File: config.mk
export PLATFORM = sky130hd
export DESIGN_NAME = hex_score_reader_flat
export DESIGN_NICKNAME = d
export VERILOG_FILES = /design/src/rtl/hex_score_reader_if.sv /design/src/rtl/hex_score_reader.sv /design/src/flat_wrapper.sv
export SDC_FILE = /design/constraint.sdc
export NUM_CORES = 1
export LEC_CHECK = 0
export CORE_MARGIN = 2
export CORE_UTILIZATION = 35
export DETAILED_ROUTE_END_ITERATION = 12
export PLACE_DENSITY = 0.64
export SLEW_MARGIN = 20
export SYNTH_ARGS = -nofsm -noshare
export SYNTH_HDL_FRONTEND = slang
export SYNTH_SLANG_ARGS = --single-unit
File: constraint.sdc
create_clock -name clk -period 4.77 [get_ports clk]
set_input_delay 0.477 -clock clk [delete_from_list [all_inputs] [get_ports clk]]
set_output_delay 0.477 -clock clk [all_outputs]
set_load 0.005 [all_outputs]
File: src/rtl/hex_score_reader_if.sv
// Bus bundle for hex_score_reader: start/done handshake, the captured digit
// patterns, and the converted results. state_dbg mirrors the reader FSM.
//
// Handshake: the master raises start; the reader accepts it only while idle
// (busy low) and ignores it otherwise, with nothing queued. busy rises the
// cycle after acceptance and stays high until the result cycle has ended.
// done is a single-cycle pulse, and score/error are valid from that cycle
// until the next done.
interface hex_score_reader_if #(
  parameter int NUM_DIGITS = 3,
  parameter int SCORE_W    = 10
);
  logic                    start;
  logic [7*NUM_DIGITS-1:0] segs;
  logic                    busy;
  logic                    done;
  logic [SCORE_W-1:0]      score;
  logic                    error;
  logic [SCORE_W-1:0]      high_score;
  logic [1:0]              state_dbg;

  modport master (
    output start, segs,
    input  busy, done, score, error, high_score, state_dbg
  );

  modport slave (
    input  start, segs,
    output busy, done, score, error, high_score, state_dbg
  );
endinterface

File: src/rtl/hex_score_reader.sv
// hex_score_reader: converts the active-low 7-segment patterns on the HEX
// digit chain back into a binary score. The digits are walked serially, most
// significant first. Malformed patterns raise a sticky error flag.
// Optional feature macro HEX_SCORE_HIGH_EN: when defined, the best error-free
// score since reset is tracked on high_score; otherwise high_score is tied to 0.
module hex_score_reader #(
  parameter int NUM_DIGITS = 3,
  parameter int SCORE_W    = 10
) (
  input logic               clk,
  input logic               reset,
  hex_score_reader_if.slave bus
);

  localparam int IDX_W = (NUM_DIGITS > 1) ? $clog2(NUM_DIGITS) : 1;
  localparam int SLOTS = 1 << IDX_W;
  localparam logic [IDX_W-1:0] LAST_IDX = IDX_W'(NUM_DIGITS - 1);

  typedef enum logic [1:0] {
    S_IDLE = 2'd0,
    S_CONV = 2'd1,
    S_DONE = 2'd2
  } state_t;

  state_t state_q, state_d;

  logic [7*NUM_DIGITS-1:0] shadow_q;
  logic [IDX_W-1:0]        idx_q;
  logic [SCORE_W-1:0]      acc_q;
  logic                    err_q;
  logic [SCORE_W-1:0]      score_q;
  logic                    error_q;

  logic                    load;
  logic                    step;
  logic                    last;

  logic [6:0]              digit [SLOTS];
  logic [6:0]              cur_pat;
  logic [3:0]              cur_val;
  logic                    cur_bad;
  logic [SCORE_W-1:0]      acc_x10;
  logic [SCORE_W-1:0]      acc_next;
  logic                    err_next;

  // Split the shadow into digit slots. Slots beyond NUM_DIGITS read as blank
  // so every index value selects a defined pattern.
  for (genvar k = 0; k < SLOTS; k++) begin : g_slot
    if (k < NUM_DIGITS) begin : g_real
      assign digit[k] = shadow_q[7*k +: 7];
    end else begin : g_pad
      assign digit[k] = 7'b1111111;
    end
  end

  assign cur_pat = digit[idx_q];

  // Decode one active-low pattern (bit order g..a); blank is a valid 0.
  always_comb begin
    cur_val = 4'd0;
    cur_bad = 1'b0;
    case (cur_pat)
      7'b1000000: cur_val = 4'd0;
      7'b1111001: cur_val = 4'd1;
      7'b0100100: cur_val = 4'd2;
      7'b0110000: cur_val = 4'd3;
      7'b0011001: cur_val = 4'd4;
      7'b0010010: cur_val = 4'd5;
      7'b0000010: cur_val = 4'd6;
      7'b1111000: cur_val = 4'd7;
      7'b0000000: cur_val = 4'd8;
      7'b0010000: cur_val = 4'd9;
      7'b1111111: cur_val = 4'd0;
      default:    cur_bad = 1'b1;
    endcase
  end

  // Horner step: acc*10 + digit, wrapping modulo 2^SCORE_W without a flag.
  always_comb begin
    acc_x10  = (acc_q << 3) + (acc_q << 1);
    acc_next = acc_x10 + SCORE_W'(cur_val);
    err_next = err_q | cur_bad;
  end

  // FSM state register.
  always_ff @(posedge clk or posedge reset) begin
    if (reset) begin
      state_q <= S_IDLE;
    end else begin
      state_q <= state_d;
    end
  end

  // FSM next state and datapath controls; start is only looked at in IDLE.
  always_comb begin
    state_d = state_q;
    load    = 1'b0;
    step    = 1'b0;
    last    = 1'b0;
    case (state_q)
      S_IDLE: begin
        if (bus.start) begin
          load    = 1'b1;
          state_d = S_CONV;
        end
      end
      S_CONV: begin
        step = 1'b1;
        if (idx_q == '0) begin
          last    = 1'b1;
          state_d = S_DONE;
        end
      end
      S_DONE: begin
        state_d = S_IDLE;
      end
      default: begin
        state_d = S_IDLE;
      end
    endcase
  end

  // Capture the digits at acceptance, then walk them from the top index down.
  always_ff @(posedge clk or posedge reset) begin
    if (reset) begin
      shadow_q <= '0;
      idx_q    <= '0;
      acc_q    <= '0;
      err_q    <= 1'b0;
    end else if (load) begin
      shadow_q <= bus.segs;
      idx_q    <= LAST_IDX;
      acc_q    <= '0;
      err_q    <= 1'b0;
    end else if (step) begin
      acc_q <= acc_next;
      err_q <= err_next;
      if (!last) begin
        idx_q <= idx_q - 1'b1;
      end
    end
  end

  // Publish the result on entry to DONE so it is already valid in the done cycle.
  always_ff @(posedge clk or posedge reset) begin
    if (reset) begin
      score_q <= '0;
      error_q <= 1'b0;
    end else if (last) begin
      score_q <= acc_next;
      error_q <= err_next;
    end
  end

`ifdef HEX_SCORE_HIGH_EN
  logic [SCORE_W-1:0] high_q;

  // Keep the best clean score; equal values and error results leave it alone.
  always_ff @(posedge clk or posedge reset) begin
    if (reset) begin
      high_q <= '0;
    end else if (last && !err_next && (acc_next > high_q)) begin
      high_q <= acc_next;
    end
  end

  assign bus.high_score = high_q;
`else
  assign bus.high_score = '0;
`endif

  assign bus.busy      = (state_q != S_IDLE);
  assign bus.done      = (state_q == S_DONE);
  assign bus.score     = score_q;
  assign bus.error     = error_q;
  assign bus.state_dbg = state_q;

endmodule
File: src/flat_wrapper.sv
// flat-port wrapper written by rule: the top's interface ports become plain ports
module hex_score_reader_flat 
#(
  parameter int NUM_DIGITS = 3,
  parameter int SCORE_W    = 10
)
  (clk, reset, bus_start, bus_segs, bus_busy, bus_done, bus_score, bus_error, bus_high_score, bus_state_dbg);
  hex_score_reader_if #(.NUM_DIGITS(NUM_DIGITS), .SCORE_W(SCORE_W)) bus_i ();
  input logic clk;
  input logic reset;
  input wire logic [$bits(bus_i.start)-1:0] bus_start;
  input wire logic [$bits(bus_i.segs)-1:0] bus_segs;
  output wire logic [$bits(bus_i.busy)-1:0] bus_busy;
  output wire logic [$bits(bus_i.done)-1:0] bus_done;
  output wire logic [$bits(bus_i.score)-1:0] bus_score;
  output wire logic [$bits(bus_i.error)-1:0] bus_error;
  output wire logic [$bits(bus_i.high_score)-1:0] bus_high_score;
  output wire logic [$bits(bus_i.state_dbg)-1:0] bus_state_dbg;
  assign bus_i.start = bus_start;
  assign bus_i.segs = bus_segs;
  assign bus_busy = bus_i.busy;
  assign bus_done = bus_i.done;
  assign bus_score = bus_i.score;
  assign bus_error = bus_i.error;
  assign bus_high_score = bus_i.high_score;
  assign bus_state_dbg = bus_i.state_dbg;
  hex_score_reader #(.NUM_DIGITS(NUM_DIGITS), .SCORE_W(SCORE_W)) u_core (.clk(clk), .reset(reset), .bus(bus_i));
endmodule
# Word-level counts from Yosys, hierarchy flattened
# Cells that the tools add are included.
[totals]
ramBits = 0
out_inout_bits = 25
n_memories = 0
reg_bits = 46
romBits = 0
wordCells = 56
latch_bits = 0
input_bits = 24
[op_classes]
n_mux = 20
add_sub_neg = 3
shifts = 0
bitwise_logic = 2
n_eq_ne = 15
mul = 0
reduce_logical = 8
order_cmp = 1
div_mod_pow = 0
[ops]
columns = ["cell", "n"]
rows = [
  ["one-hot mux 4 bit (9 select lines)", 1],
  ["== test 7 bit, second input constant", 4],
  ["== test 7 x 5 -> 1 bit, second input constant", 3],
  ["2-to-1 mux 9 bit", 2],
  ["binary-select mux 7 bit (select 2 bit)", 1],
  ["== test 7 x 6 -> 1 bit, second input constant", 2],
  ["2-to-1 mux 7 bit", 2],
  ["OR reduction 11 bit", 1],
  ["adder 10 bit", 1],
  ["adder 10 x 4 -> 10 bit", 1],
  ["2-to-1 mux 2 bit", 5],
  ["2-to-1 mux 1 bit", 8],
  ["== test 7 x 2 -> 1 bit, second input constant", 1],
  ["logical NOT 7 bit", 1],
  ["logical NOT 2 bit", 2],
  ["!= test 2 x 1 -> 1 bit, second input constant", 2],
  ["one-hot mux 2 bit (2 select lines)", 1],
  ["AND reduction 2 bit", 2],
  ["nonzero test 2 bit", 2],
  [">= comparator 3 bit, second input constant", 1],
  ["NOT 2 -> 3 bit", 1],
  ["== test 2 x 1 -> 1 bit, second input constant", 1],
  ["== test 2 bit, second input constant", 1],
  ["!= test 2 bit, second input constant", 1],
  ["2 further kinds", 2],
]

# Logic depth before layout (Yosys ltp)
# Gate-level depths: netlist (run 1).
[depth]
word_depth = 10
depth_mapped = 16
ltp_nobuf = 15

# Worst setup path before layout (run 1)
# No wires, ideal clock.
[synth_timing]
path_type = "register to register"
startpoint = "register u_core.idx_q[0]"
endpoint = "register u_core.score_q[9], in the netlist u_core.bus.score[9]"
arrival_time_ns = 3.373
n_path_buf = 1
path_stages_with_launch = 15
period_less_slack_ns = 3.442
setup_slack_ns = 1.328
required_ns = 4.701
setup_time_ns = 0.069
path_cell_list = "dfrtp_1 buf_6 mux2_2 o22ai_2 and2_1 nand4_1 fa_1 inv_1 ha_1 a21o_1 a21oi_1 o21ai_0 a211o_1 a2111o_1 nand3_1"
[synth_between]
elab_chain_cells = 7
word_cells_on_any_way = 18
classes_between = "1 x add/sub; 8 x eq/ne; 6 x mux; 1 x bitwise; 2 x reduce/logical"
[synth_lines]
columns = ["item", "line", "rtl"]
rows = [
  ["start: declaration", "hex_score_reader.sv:28", "logic [IDX_W-1:0] idx_q;"],
  ["start signal: assignment", "hex_score_reader.sv:139", "idx_q <= idx_q - 1'b1;"],
  ["NOT 2 -> 3 bit (not written as such)", "hex_score_reader.sv:56", "assign cur_pat = digit[idx_q];"],
  ["binary-select mux 7 bit (select 2 bit)", "hex_score_reader.sv:56", ""],
  ["2-to-1 mux 7 bit (not written as such) (2 in series)", "hex_score_reader.sv:56", ""],
  ["== test 7 x 5 -> 1 bit (tied with other cells)", "hex_score_reader.sv:62", "case (cur_pat)"],
  ["one-hot mux 4 bit (9 select lines)", "hex_score_reader.sv:62", ""],
  ["adder 10 x 4 -> 10 bit", "hex_score_reader.sv:81", "acc_next = acc_x10 + SCORE_W'(cur_val);"],
  ["end signal: assignment", "hex_score_reader.sv:150", "score_q <= acc_next;"],
  ["end: declaration", "hex_score_reader.sv:31", "logic [SCORE_W-1:0] score_q;"],
]
# Several ways; a longest one is shown, not always the timed one. The select of a mux whose other input is x is not followed.
# A chain may end at the register's enable or synchronous reset.

# Final worst setup path (run 1)
# Same ends and word-level chain as after synthesis.

==> metrics.md, run 1 <==
| Metric | Value |
|---|---|
| Run status | finished clean |
| Static power due to leakage | approximately 1.5 nW |
| CTS root buf | sky130_fd_sc_hd__clkbuf_8 |
| RSZ-0062 raised after global routing | no |
| Count of final max-slew check failures | 0 |
| Post-synthesis mux area share | under 10% |
| Launching instance or port of the critical path | u_core.idx_q[0] |
| Fraction of synthesis flops using an asynchronous set or reset pin | 100% |
| Sum Neg Setup Slack | 0 ns |
| Clk_lat worst skew | 0.30 ns |
| Post-detailed-route via-to-cell ratio | roughly 4.8 |
| Crit Path Category | reg2reg |
| Cell types with the highest counts after synthesis | sky130_fd_sc_hd__nand2_1, sky130_fd_sc_hd__dfrtp_1, sky130_fd_sc_hd__inv_1, sky130_fd_sc_hd__o21ai_0, sky130_fd_sc_hd__ha_1 |
| First drt pass iteration count | 4 |
| VDD IR-drop max | about 240 uV |
| Overall routed net length | 5250 um |
| Pwr per Cell Area | slightly below 600 mW/mm2 |
| Post-CTS setup buffers | 0 |
| Placed wire-length estimate after detailed placement | about 3800 um |
| Worst-margin pin slew | 0.871 ns |
| Seq. cell area | 0.00115 mm2 |
| # nets final | about 370 |
| Post-place instance area | 0.00304 mm2 |
| Design area | 0.00312 mm2 |
| Number of enable-type register cells in the synthesized netlist | 0 |
| Count of endpoints failing setup in the final report | 0 |
| Final hold violations | 0 |
| Destination of the worst hold path | u_core.shadow_q[0] |
| Utilization after layout | 43.1% |
| Worst R2R End | u_core.bus.score[9] |
| Path class of the lowest-slack min-delay path | reg2reg |
| Quantity of hold-fixing buffers added after cts | 0 |
| Worst reg2reg setup slack | 0.94 ns |
| Floorplan die area | approximately 0.0082 mm2 |
| FF-to-FF path depth | 13 |
| Fmax | 0.261 GHz |
| Number of cell rows | 31 |
| Clock buffer count from CTS | 5 |
| Startpoint of the worst hold path | u_core.shadow_q[0] |
| Vert. Die Dim | 90.8 um |
| Req. time, crit path | 5.01 ns |
| Yosys warning total | 0 |
| Endpoint class of the critical path | flip-flop |
| Number of instances in the synthesized netlist | 292 |
| First-pass GRT wire length | 8960 um |
| Number of global-route vias before repair | 1931 |
| Clock-pin slew on the worst setup and hold paths | 0.08 ns |
| Violation count after the first detailed-route iteration | 61 |
| Synth Flop Type | sky130_fd_sc_hd__dfrtp_1 |
| DRC errors left | 0 |
| Deepest level of the CTS H-tree | 2 |
| Via count of the routed design | 2050 |
| CTS tree | yes |
| Total global routing overflow | 0 |
| Fraction of the yosys area taken by sequential cells | 43.7% |
| Starting Density | ~36% |
| Synthesized-area fraction occupied by ao, oa, aoi and oai cells | between 10 and 15% |
| Floorplan Core Area | 0.00725 mm2 |
| Number of resized instances in the post-cts repair step | 0 |
| Netlist area before placement | 0.00264 mm2 |
| Critical path data arrival time | 4.07 ns |
| Die width | 90.8 um |
| Post-synthesis share of cell area spent on and, or, nand and nor gates | 20.1% |
| Unique cell type count in the Yosys netlist | 50 |
| Max FO, Critical Path | 11 |
| Startpoint type of the worst setup path | flip-flop |
| Number of antenna violations at the first check in global routing | 0 |
| Beginning of the worst register-to-register path | u_core.idx_q[0] |
| Routed wirelength normalized by instance count | around 12 um |
| Post-DRT Antenna Nets | 0 |
| Clock sink count | 46 |
| Slew margin rel. | between 40% and 50% |
| Most frequently used cell type in the post-synthesis netlist | sky130_fd_sc_hd__nand2_1 |
| Area growth from synthesis to final layout | 18.5% |
| Post-route fraction of the period consumed by the critical path | 80.3% |
| Largest net degree at the start of global routing | 47 |
| RD Place Congestion | roughly 0.8 |
| Worst Hold Path Cells | 2 |
| Max Cap Viol | 0 |
| Xor/xnor share of the synthesized area | 1.99% |
| Final critical delay including setup and external delays | 3.83 ns |
| # diodes | 0 |
| Share of post-route cells with drive strength above 1 | around 5.6% |
| I/O pin count | 49 |
| Count of filler cells inserted in the layout | 749 |
| Count of buffers from port buffering | 38 |
| Cell types with the largest area share after synthesis | sky130_fd_sc_hd__dfrtp_1, sky130_fd_sc_hd__nand2_1, sky130_fd_sc_hd__ha_1 |
| Cell type with the highest aggregate area in the netlist | sky130_fd_sc_hd__dfrtp_1 |
| Area of the multi-input gates | 0.00132 mm2 |
| Post-synthesis register bit count | 46 |
| Main combinational cell family by area after synthesis | simple AND/OR/NAND/NOR gates |
| Global-route usage over all layers | between 10 and 15% |
| Deepest clock path buffer count | 2 |
| Average size of a mapped cell | 9.02 um2 |
| Final clock skew | 0.00582 ns |
| Adder and majority gate portion of the synthesized area | roughly 8.6% |
| Area share of the leading cell type in the synthesized netlist | a little over two fifths |
==> stage by stage <==
step,worst slack [ns],std cells,hold WS [ns],power [mW]
6_report,0.942,423,0.473,1.86
3_3_place_gp,1.05,416,0.456,1.62
5_1_grt,0.660,423,0.497,2.04
2_1_floorplan,1.33,301,0.438,1.38
4_1_cts,0.921,423,0.476,1.88
3_5_place_dp,0.927,416,0.457,1.65
==> final cells by class <==
type                    count  area share (%)
multi-input cells         215            42.3
flip-flops and latches     46            36.9
repair buffers             39            12.4
well taps                  99            3.97
clock buffers               7            2.44
inverters                  17            2.04
==> cells by family (layout without fill, tap and decap cells) <==
| family | Yosys count | count (layout) |
|---|---|---|
| AOI/OAI and AO/OA | 53 | 53 |
| other | 1 | 10 |
| DFF | 46 | 46 |
| and+or+nand+nor | 122 | 122 |
| buffers and inverters | 40 | 63 |
| muxes | 7 | 7 |
| adders and majority gates | 17 | 17 |
| xor gates and xnor gates | 6 | 6 |
==> metal layers <==
metal  vias to the layer above  wire (um)  global-route usage [%]
li1                       1032          -                       -
met1                       965       2430                    17.0
met2                        46       2500                    22.5
met3                         7        247                    3.26
met4                         0         76                    4.49
met5                         -          0                       0
==> worst max-delay path by stage <==
| stage | end | cells after the start |
|---|---|---|
| floorplan | u_core.bus.score[9] | 14 |
| global placement | u_core.bus.score[9] | 13 |
| detailed placement | u_core.bus.score[9] | 13 |
| CTS | u_core.bus.score[9] | 13 |
| global route | u_core.acc_q[8] | 15 |
| finish | u_core.bus.score[9] | 13 |
==> placed cells by master, fill, tap and decap left out, types with 6 or more instances in the layout <==
cell type / count
sky130_fd_sc_hd__nand2_1: 85
sky130_fd_sc_hd__dfrtp_1: 46
sky130_fd_sc_hd__clkdlybuf4s50_1: 38
sky130_fd_sc_hd__o21ai_0: 17
sky130_fd_sc_hd__inv_1: 16
sky130_fd_sc_hd__ha_1: 15
sky130_fd_sc_hd__nand3_1: 10
sky130_fd_sc_hd__conb_1: 10
sky130_fd_sc_hd__a21oi_1: 6
sky130_fd_sc_hd__o22ai_1: 6
==> state kept, by name, indices dropped and copies added, names as in the netlist <==
signal / count
u_core.acc_q: 9
u_core.bus.error: 1
u_core.err_q: 1
u_core.bus.state_dbg: 2
u_core.shadow_q: 21
u_core.bus.score: 10
u_core.idx_q: 2
==> report_power, final <==
| part | switching [mW] | leakage, nW | total, mW | internal (mW) |
|---|---|---|---|---|
| registers | 0.129 | 0.586 | 0.681 | 0.551 |
| logic | 0.521 | 0.868 | 0.951 | 0.430 |
| clock network | 0.127 | 0.0383 | 0.228 | 0.101 |
==> worst max-delay path, stage by stage (launching register included) <==
cell and delay [ns]:
sky130_fd_sc_hd__dfrtp_1 0.59, sky130_fd_sc_hd__mux2_2 0.40, sky130_fd_sc_hd__o22ai_2 0.25, sky130_fd_sc_hd__and2_1 0.22
sky130_fd_sc_hd__nand4_1 0.12, sky130_fd_sc_hd__fa_1 0.56, sky130_fd_sc_hd__inv_1 0.06, sky130_fd_sc_hd__ha_1 0.29
sky130_fd_sc_hd__a21o_1 0.16, sky130_fd_sc_hd__a21oi_1 0.19, sky130_fd_sc_hd__o21ai_0 0.14, sky130_fd_sc_hd__a211o_1 0.32
sky130_fd_sc_hd__a2111o_1 0.36, sky130_fd_sc_hd__nand3_1 0.08
No activity file was read; power rests on OpenSTA's default activity.
==> inputs of run 2 (changes only) <==
--- a/config.mk
+++ b/config.mk
@@ -8,7 +8,7 @@
 export CORE_MARGIN = 2
 export CORE_UTILIZATION = 35
 export DETAILED_ROUTE_END_ITERATION = 12
-export PLACE_DENSITY = 0.64
+export PLACE_DENSITY = 0.66
 export SLEW_MARGIN = 20
 export SYNTH_ARGS = -nofsm -noshare
 export SYNTH_HDL_FRONTEND = slang
==> constraint.sdc (replaced) <==
create_clock -name clk -period 3.15 [get_ports clk]
set_input_delay 0.315 -clock clk [delete_from_list [all_inputs] [get_ports clk]]
set_output_delay 0.315 -clock clk [all_outputs]
set_load 0.005 [all_outputs]
==> run 2 against run 1 <==
The run now ends with negative setup slack left. Via count rose by 4.8%. Setup slack got worse by 1.2 ns. Count of clock-buffer cells in the layout is the same. Die area stayed put. Combinational power up 100%. Critical path depth rose by 1. Utilization grew 4.0 points. Global-route usage increased by 0.54 points. Sequential share of layout area decreased by 3.1 points. Flip-flop and latch count unchanged. Total power grew 77%. Wire length grew 9.2%. Largest cell class unchanged.
==> metrics.md, run 2 (synthesis results as in run 1) <==
| Metric | Value |
|---|---|
| Max Cap Viol | 0 |
| Clk_lat worst skew | ~0.30 ns |
| Violation count after the first detailed-route iteration | 96 |
| Post-detailed-route via-to-cell ratio | 4.83 |
| Worst R2R End | u_core.bus.score[9] |
| Final critical delay including setup and external delays | between 3 and 4 ns |
| I/O pin count | 49 |
| VDD IR-drop max | around 350 uV |
| Seq. cell area | 0.00115 mm2 |
| Starting Density | a little over a third |
| Share of post-route cells with drive strength above 1 | 17.6% |
| Run status | complete, but fails checks |
| Final hold violations | 0 |
| Beginning of the worst register-to-register path | u_core.idx_q[0] |
| Floorplan die area | just over 0.008 mm2 |
| Path class of the lowest-slack min-delay path | in2async |
| Post-route fraction of the period consumed by the critical path | 107% |
| Number of cell rows | 31 |
| Violated checks | negative setup slack |
| Endpoint class of the critical path | flip-flop |
| Worst-margin pin slew | approximately 1.0 ns |
| Hold_ws | just over 0.4 ns |
| Req. time, crit path | 3.39 ns |
| Post-DRT Antenna Nets | 0 |
| Routed wirelength normalized by instance count | 12.9 um |
| CTS tree | yes |
| Leading cell types in the layout, fill and taps excluded | sky130_fd_sc_hd__nand2_1, sky130_fd_sc_hd__dfrtp_1, sky130_fd_sc_hd__clkdlybuf4s50_1, sky130_fd_sc_hd__buf_4, sky130_fd_sc_hd__inv_1 |
| Vert. Die Dim | 90.8 um |
| Number of antenna violations at the first check in global routing | 0 |
| Static power due to leakage | 1.64 nW |
| First drt pass iteration count | 4 |
| Die width | 90.8 um |
| Final setup margin | -0.216 ns |
| Global-route usage over all layers | about 14% |
| CTS root buf | sky130_fd_sc_hd__clkbuf_8 |
| Cell breakdown of the critical path | buf_6 > mux2_4 > o22ai_4 > and2_4 > nand4_1 > fa_1 > inv_1 > ha_1 > a21o_1 > a21oi_2 > o21ai_2 > a211o_1 > a2111o_1 > nand3_1 |
| # diodes | 0 |
| Area of the multi-input gates | roughly 0.0014 mm2 |
| Pwr per Cell Area | 963 mW/mm2 |
| Critical Path Max Stage Delay | 0.55 ns |
| Overall routed net length | approximately 5700 um |
| Register name with the most flops | u_core.shadow_q |
| Leading cell type in the layout, fill and taps excluded | sky130_fd_sc_hd__nand2_1 |
| Final clock skew | approximately 0.0036 ns |
| Placed wire-length estimate after detailed placement | 4170 um |
| Sum Neg Setup Slack | -0.631 ns |
| Max FO, Critical Path | 7 |
| Fmax | 0.297 GHz |
| Number of flip-flops under the largest register name | 21 |
| Slew margin rel. | between 20% and 30% |
| # nets final | between 300 and 400 |
| Clock buffer count from CTS | 5 |
| Critical-path top delay cell | sky130_fd_sc_hd__fa_1 |
| Startpoint type of the worst setup path | flip-flop |
| Clock sink count | 46 |
| Area growth from synthesis to final layout | 29.6% |
| Count of filler cells inserted in the layout | 735 |
| Clock-pin slew on the worst setup and hold paths | approximately 0.080 ns |
| First-pass GRT wire length | 9360 um |
| DRC errors left | 0 |
| Count of buffers from port buffering | 38 |
| Deepest clock path buffer count | 2 |
| Number of global-route vias before repair | 2058 |
| Power, Total | ~3.3 mW |
| Count of final max-slew check failures | 0 |
| RSZ-0062 raised after global routing | yes |
| Floorplan Core Area | 0.00725 mm2 |
| Deepest level of the CTS H-tree | 2 |
| Critical path data arrival time | 3.61 ns |
| Crit Path Category | reg2reg |
| Total global routing overflow | 0 |
| Count of endpoints failing setup in the final report | 5 |
| Via count of the routed design | 2148 |
| FF-to-FF path depth | 14 |
| Worst reg2reg setup slack | -0.22 ns |
| Largest net degree at the start of global routing | 31 |
| RD Place Congestion | approximately 0.89 |
[run 2: cell types whose count changed in the layout (fill, tap and decap cells not counted), moves of 3 or more]
cell,before,now
sky130_fd_sc_hd__nor3b_1,3,0
sky130_fd_sc_hd__o21ai_1,2,7
sky130_fd_sc_hd__o21ai_0,17,10
sky130_fd_sc_hd__buf_4,1,21
sky130_fd_sc_hd__nor3b_2,0,3
sky130_fd_sc_hd__a21oi_1,6,3
[run 2: critical path, delay by kind of cell (launching register included)]
family	cells	cell delay (ns)
AO/OA/AOI/OAI	6	1.12
adder cells (fa/ha/maj)	2	0.84
buffers and inverters	2	0.19
flip-flops	1	0.46
multiplexers	1	0.30
AND/OR/NAND/NOR	3	0.39
[run 2: metrics by stage]
| stage | utilization, % | instances | area, um2 | setup WS, ns |
|---|---|---|---|---|
| after floorplan | - | 301 | 2700 | -0.162 |
| after global placement | 44.3 | 435 | 3210 | -0.256 |
| after detailed placement | 44.3 | 435 | 3210 | -0.401 |
| after CTS | 46.5 | 448 | 3370 | -0.282 |
| after global routing | 47.1 | 445 | 3410 | -0.397 |
| final | 47.1 | 445 | 3410 | -0.216 |
[run 2: how the worst max path moves through the flow]
stage	startpoint	to	slack, ns
after floorplan	u_core.idx_q[0]	u_core.bus.score[9]	-0.16
after global placement	u_core.idx_q[0]	u_core.acc_q[8]	-0.26
after detailed placement	u_core.idx_q[0]	u_core.acc_q[8]	-0.40
after CTS	u_core.idx_q[0]	u_core.bus.score[9]	-0.28
after global routing	u_core.idx_q[0]	u_core.acc_q[8]	-0.40
final	u_core.idx_q[0]	u_core.bus.score[9]	-0.22
[run 2: per-layer routing]
layer	global-route usage [%]	routed length, um	vias up
met3	3.09	186	9
li1	-	-	1076
met4	3.08	75	0
met1	16.1	2520	1015
met2	26.3	2950	48
met5	0	0	-
[run 2: area by class of cell]
type | instances | share of cell area (%)
sequential | 46 | 33.7
multi-input combinational | 215 | 42.0
clock inverter | 1 | 0.147
clock buffer | 7 | 2.53
timing repair buffer | 60 | 16.1
inverter | 17 | 1.87
tap | 99 | 3.63
[run 2: timing repair]
action                                  in CTS  in global routing
hold endpoints to repair                     0                  0
hold buffers                                 0                  0
buffers inserted                             5                  1
resized for setup                           14                 13
endpoints found under the setup margin       7                  9
pin swaps                                    7                  9
[run 2: power by group]
part / internal (mW) / switching (mW) / total, mW
Sequential: 0.836 / 0.180 / 1.02
Combinational: 0.923 / 0.977 / 1.90
Clock: 0.177 / 0.194 / 0.371
Total: 1.94 / 1.35 / 3.29
==> inputs of run 3 (changes only) <==
--- a/config.mk
+++ b/config.mk
@@ -8,7 +8,8 @@
 export CORE_MARGIN = 2
 export CORE_UTILIZATION = 35
 export DETAILED_ROUTE_END_ITERATION = 12
-export PLACE_DENSITY = 0.66
+export DONT_BUFFER_PORTS = 1
+export PLACE_DENSITY = 0.58
 export SLEW_MARGIN = 20
 export SYNTH_ARGS = -nofsm -noshare
 export SYNTH_HDL_FRONTEND = slang
==> run 3 against run 2 <==
The run still ends with negative setup slack left. Count of clock-buffer cells in the layout is the same. Flip-flop and latch count is the same. Critical path depth grew 3. Worst hold slack lost 0.30 ns. Design area shrank 7.5%.
==> metrics.md, run 3 (synthesis results as in run 1) <==
| Metric | Value |
|---|---|
| Run status | complete, but fails checks |
| Violated checks | negative setup slack |
| DRC errors left | 0 |
| Final critical delay including setup and external delays | between 3 and 4 ns |
| Final clock skew | 0.00351 ns |
| Cell breakdown of the critical path | buf_6 > mux2_4 > o22ai_4 > buf_6 > buf_4 > nor3b_2 > o211ai_1 > o31ai_2 > ha_2 > ha_4 > buf_4 > a21o_1 > a21oi_2 > o21ai_2 > a211o_1 > a2111o_1 > nand3_2 |
| Count of filler cells inserted in the layout | 733 |
| Routed wirelength normalized by instance count | 13.9 um |
| Vert. Die Dim | ~91 um |
| Count of buffers from port buffering | 0 |
| Critical Path Max Stage Delay | 0.47 ns |
| Sw Pwr | 1.35 mW |
| Leading cell types in the layout, fill and taps excluded | sky130_fd_sc_hd__nand2_1, sky130_fd_sc_hd__dfrtp_1, sky130_fd_sc_hd__buf_4, sky130_fd_sc_hd__inv_1, sky130_fd_sc_hd__ha_1 |
| Global-route usage over all layers | ~14% |
| Worst reg2reg setup slack | -0.26 ns |
| Part of the power in combinational logic | a little under three fifths |
| Req. time, crit path | 3.40 ns |
| Startpoint type of the worst setup path | flip-flop |
| Utilization after layout | 43.5% |
| Number of global-route vias before repair | 2113 |
| Count of final max-slew check failures | 0 |
| Sequential share of power | 32.3% |
| Starting Density | 36.3% |
| Critical-path top delay cell | sky130_fd_sc_hd__dfrtp_2 |
| VDD IR-drop max | 385 uV |
| CTS root buf | sky130_fd_sc_hd__clkbuf_8 |
| Endpoint class of the critical path | flip-flop |
| Max FO, Critical Path | 8 |
| CTS tree | yes |
| Via count of the routed design | 2019 |
| Die width | 90.8 um |
| Deepest clock path buffer count | 2 |
| Count of endpoints failing setup in the final report | 6 |
| RSZ-0062 raised after global routing | yes |
| Sum Neg Setup Slack | -0.885 ns |
| Clock-pin slew on the worst setup and hold paths | 0.08 ns |
| Post-DRT Antenna Nets | 0 |
| Cell type group with the largest total delay on the critical path | compound AO/OA/AOI/OAI gates |
| Clock sink count | 46 |
| Final setup margin | -0.261 ns |
| Power, Total | 3.22 mW |
| Internal cell power | 1.87 mW |
| Share of power burned in the clock network | approximately an eighth |
| I/O pin count | 49 |
| Path class of the lowest-slack min-delay path | in2async |
| Number of flip-flops under the largest register name | 21 |
| Launching instance or port of the critical path | u_core.idx_q[0] |
| Area growth from synthesis to final layout | 19.8% |
| Leading cell type in the layout, fill and taps excluded | sky130_fd_sc_hd__nand2_1 |
| Clk_lat worst skew | approximately 0.3 ns |
| Beginning of the worst register-to-register path | u_core.idx_q[0] |
| Floorplan Core Area | 0.00725 mm2 |
| Slew margin rel. | 32.0% |
| Finished Layout Cells | around 420 |
| Largest net degree at the start of global routing | 47 |
| Sum of buffers and inverters on the critical path | 4 |
| Register name with the most flops | u_core.shadow_q |
| Static power due to leakage | 1.56 nW |
| Total global routing overflow | 0 |
| Hold_ws | 0.107 ns |
| Floorplan die area | ~0.0082 mm2 |
| Worst-margin pin slew | 1.02 ns |
| Share of post-route cells with drive strength above 1 | 24.9% |
| Fmax | 0.293 GHz |
| RD Place Congestion | 0.903 |
| Number of antenna violations at the first check in global routing | 0 |
| Placed wire-length estimate after detailed placement | 4030 um |
| Clock buffer count from CTS | 5 |
| Post-route fraction of the period consumed by the critical path | 108% |
| Placed Instances | 403 |
| First-pass GRT wire length | 9720 um |
| Critical path data arrival time | 3.66 ns |
| Deepest level of the CTS H-tree | 2 |
| First drt pass iteration count | 6 |
| Number of cell rows | 31 |
| # nets final | 357 |
| Final hold violations | 0 |
| Violation count after the first detailed-route iteration | slightly above 90 |
| Post-detailed-route via-to-cell ratio | 4.85 |
| Sw frac | 41.9% |
| Crit Path Category | reg2reg |
| Pwr per Cell Area | 1020 mW/mm2 |
| # diodes | 0 |
| Overall routed net length | 5770 um |
| Max Cap Viol | 0 |
[run 3: cell type report]
type                       count  area [um2]  share of cell area (%)
multi-input combinational    215        1490                    47.0
clock buffer                   7        86.3                    2.73
sequential                    46        1150                    36.5
inverter                      17        63.8                    2.02
clock inverter                 1        5.00                   0.159
tap                           99         124                    3.92
timing repair buffer          31         240                    7.61
[run 3: worst paths after layout]
check,endpoint,cells past startpoint
setup / recovery,u_core.bus.score[9],17
hold / removal,u_core.shadow_q[6],1
setup reg to reg,u_core.bus.score[9],17
hold reg to reg,u_core.shadow_q[8],2
max in group asynchronous,u_core.idx_q[0],1
min in group clk,u_core.shadow_q[2],2
[run 3: what timing repair did]
action / 4_1_cts / 5_1_grt
resized for setup: 11 / 26
setup buffers: 1 / 4
endpoints found under the hold margin: 0 / 0
setup endpoints to repair: 8 / 10
pin swaps: 6 / 13
hold buffers: 0 / 0
[run 3: worst reg2reg max path, cell delays in order, from the launching register on]
cell and delay (ns):
sky130_fd_sc_hd__dfrtp_2 0.47, sky130_fd_sc_hd__buf_6 0.14, sky130_fd_sc_hd__mux2_4 0.30, sky130_fd_sc_hd__o22ai_4 0.13
sky130_fd_sc_hd__buf_6 0.14, sky130_fd_sc_hd__buf_4 0.11, sky130_fd_sc_hd__nor3b_2 0.04, sky130_fd_sc_hd__o211ai_1 0.28
sky130_fd_sc_hd__o31ai_2 0.12, sky130_fd_sc_hd__ha_2 0.21, sky130_fd_sc_hd__ha_4 0.16, sky130_fd_sc_hd__buf_4 0.12
sky130_fd_sc_hd__a21o_1 0.18, sky130_fd_sc_hd__a21oi_2 0.16, sky130_fd_sc_hd__o21ai_2 0.08, sky130_fd_sc_hd__a211o_1 0.27
sky130_fd_sc_hd__a2111o_1 0.38, sky130_fd_sc_hd__nand3_2 0.07
[run 3: routing by layer]
layer	vias up	GRT usage (%)	routed length [um]	share of wire, %
met4	0	4.23	96	1.7
met2	44	25.4	2840	49
met1	947	17.9	2630	46
li1	1015	-	-	-
met5	-	0	0	0
met3	13	2.92	200	3.5
[run 3: per-stage QoR]
stage	setup WS, ns	instance area (um2)
2_1_floorplan	-0.162	2700
6_report	-0.261	3160
5_1_grt	-0.452	3160
4_1_cts	-0.324	3010
3_3_place_gp	-0.342	2880
3_5_place_dp	-0.388	2880
[run 3: power groups by stage]
stage | combinational [mW] | clock, mW | sequential, mW
3_5_place_dp | 1.59 | 0 | 1.05
6_report | 1.80 | 0.377 | 1.04
2_1_floorplan | 1.18 | 0 | 0.979
5_1_grt | 2.02 | 0.416 | 1.07
3_3_place_gp | 1.57 | 0 | 1.05
4_1_cts | 1.64 | 0.395 | 1.05
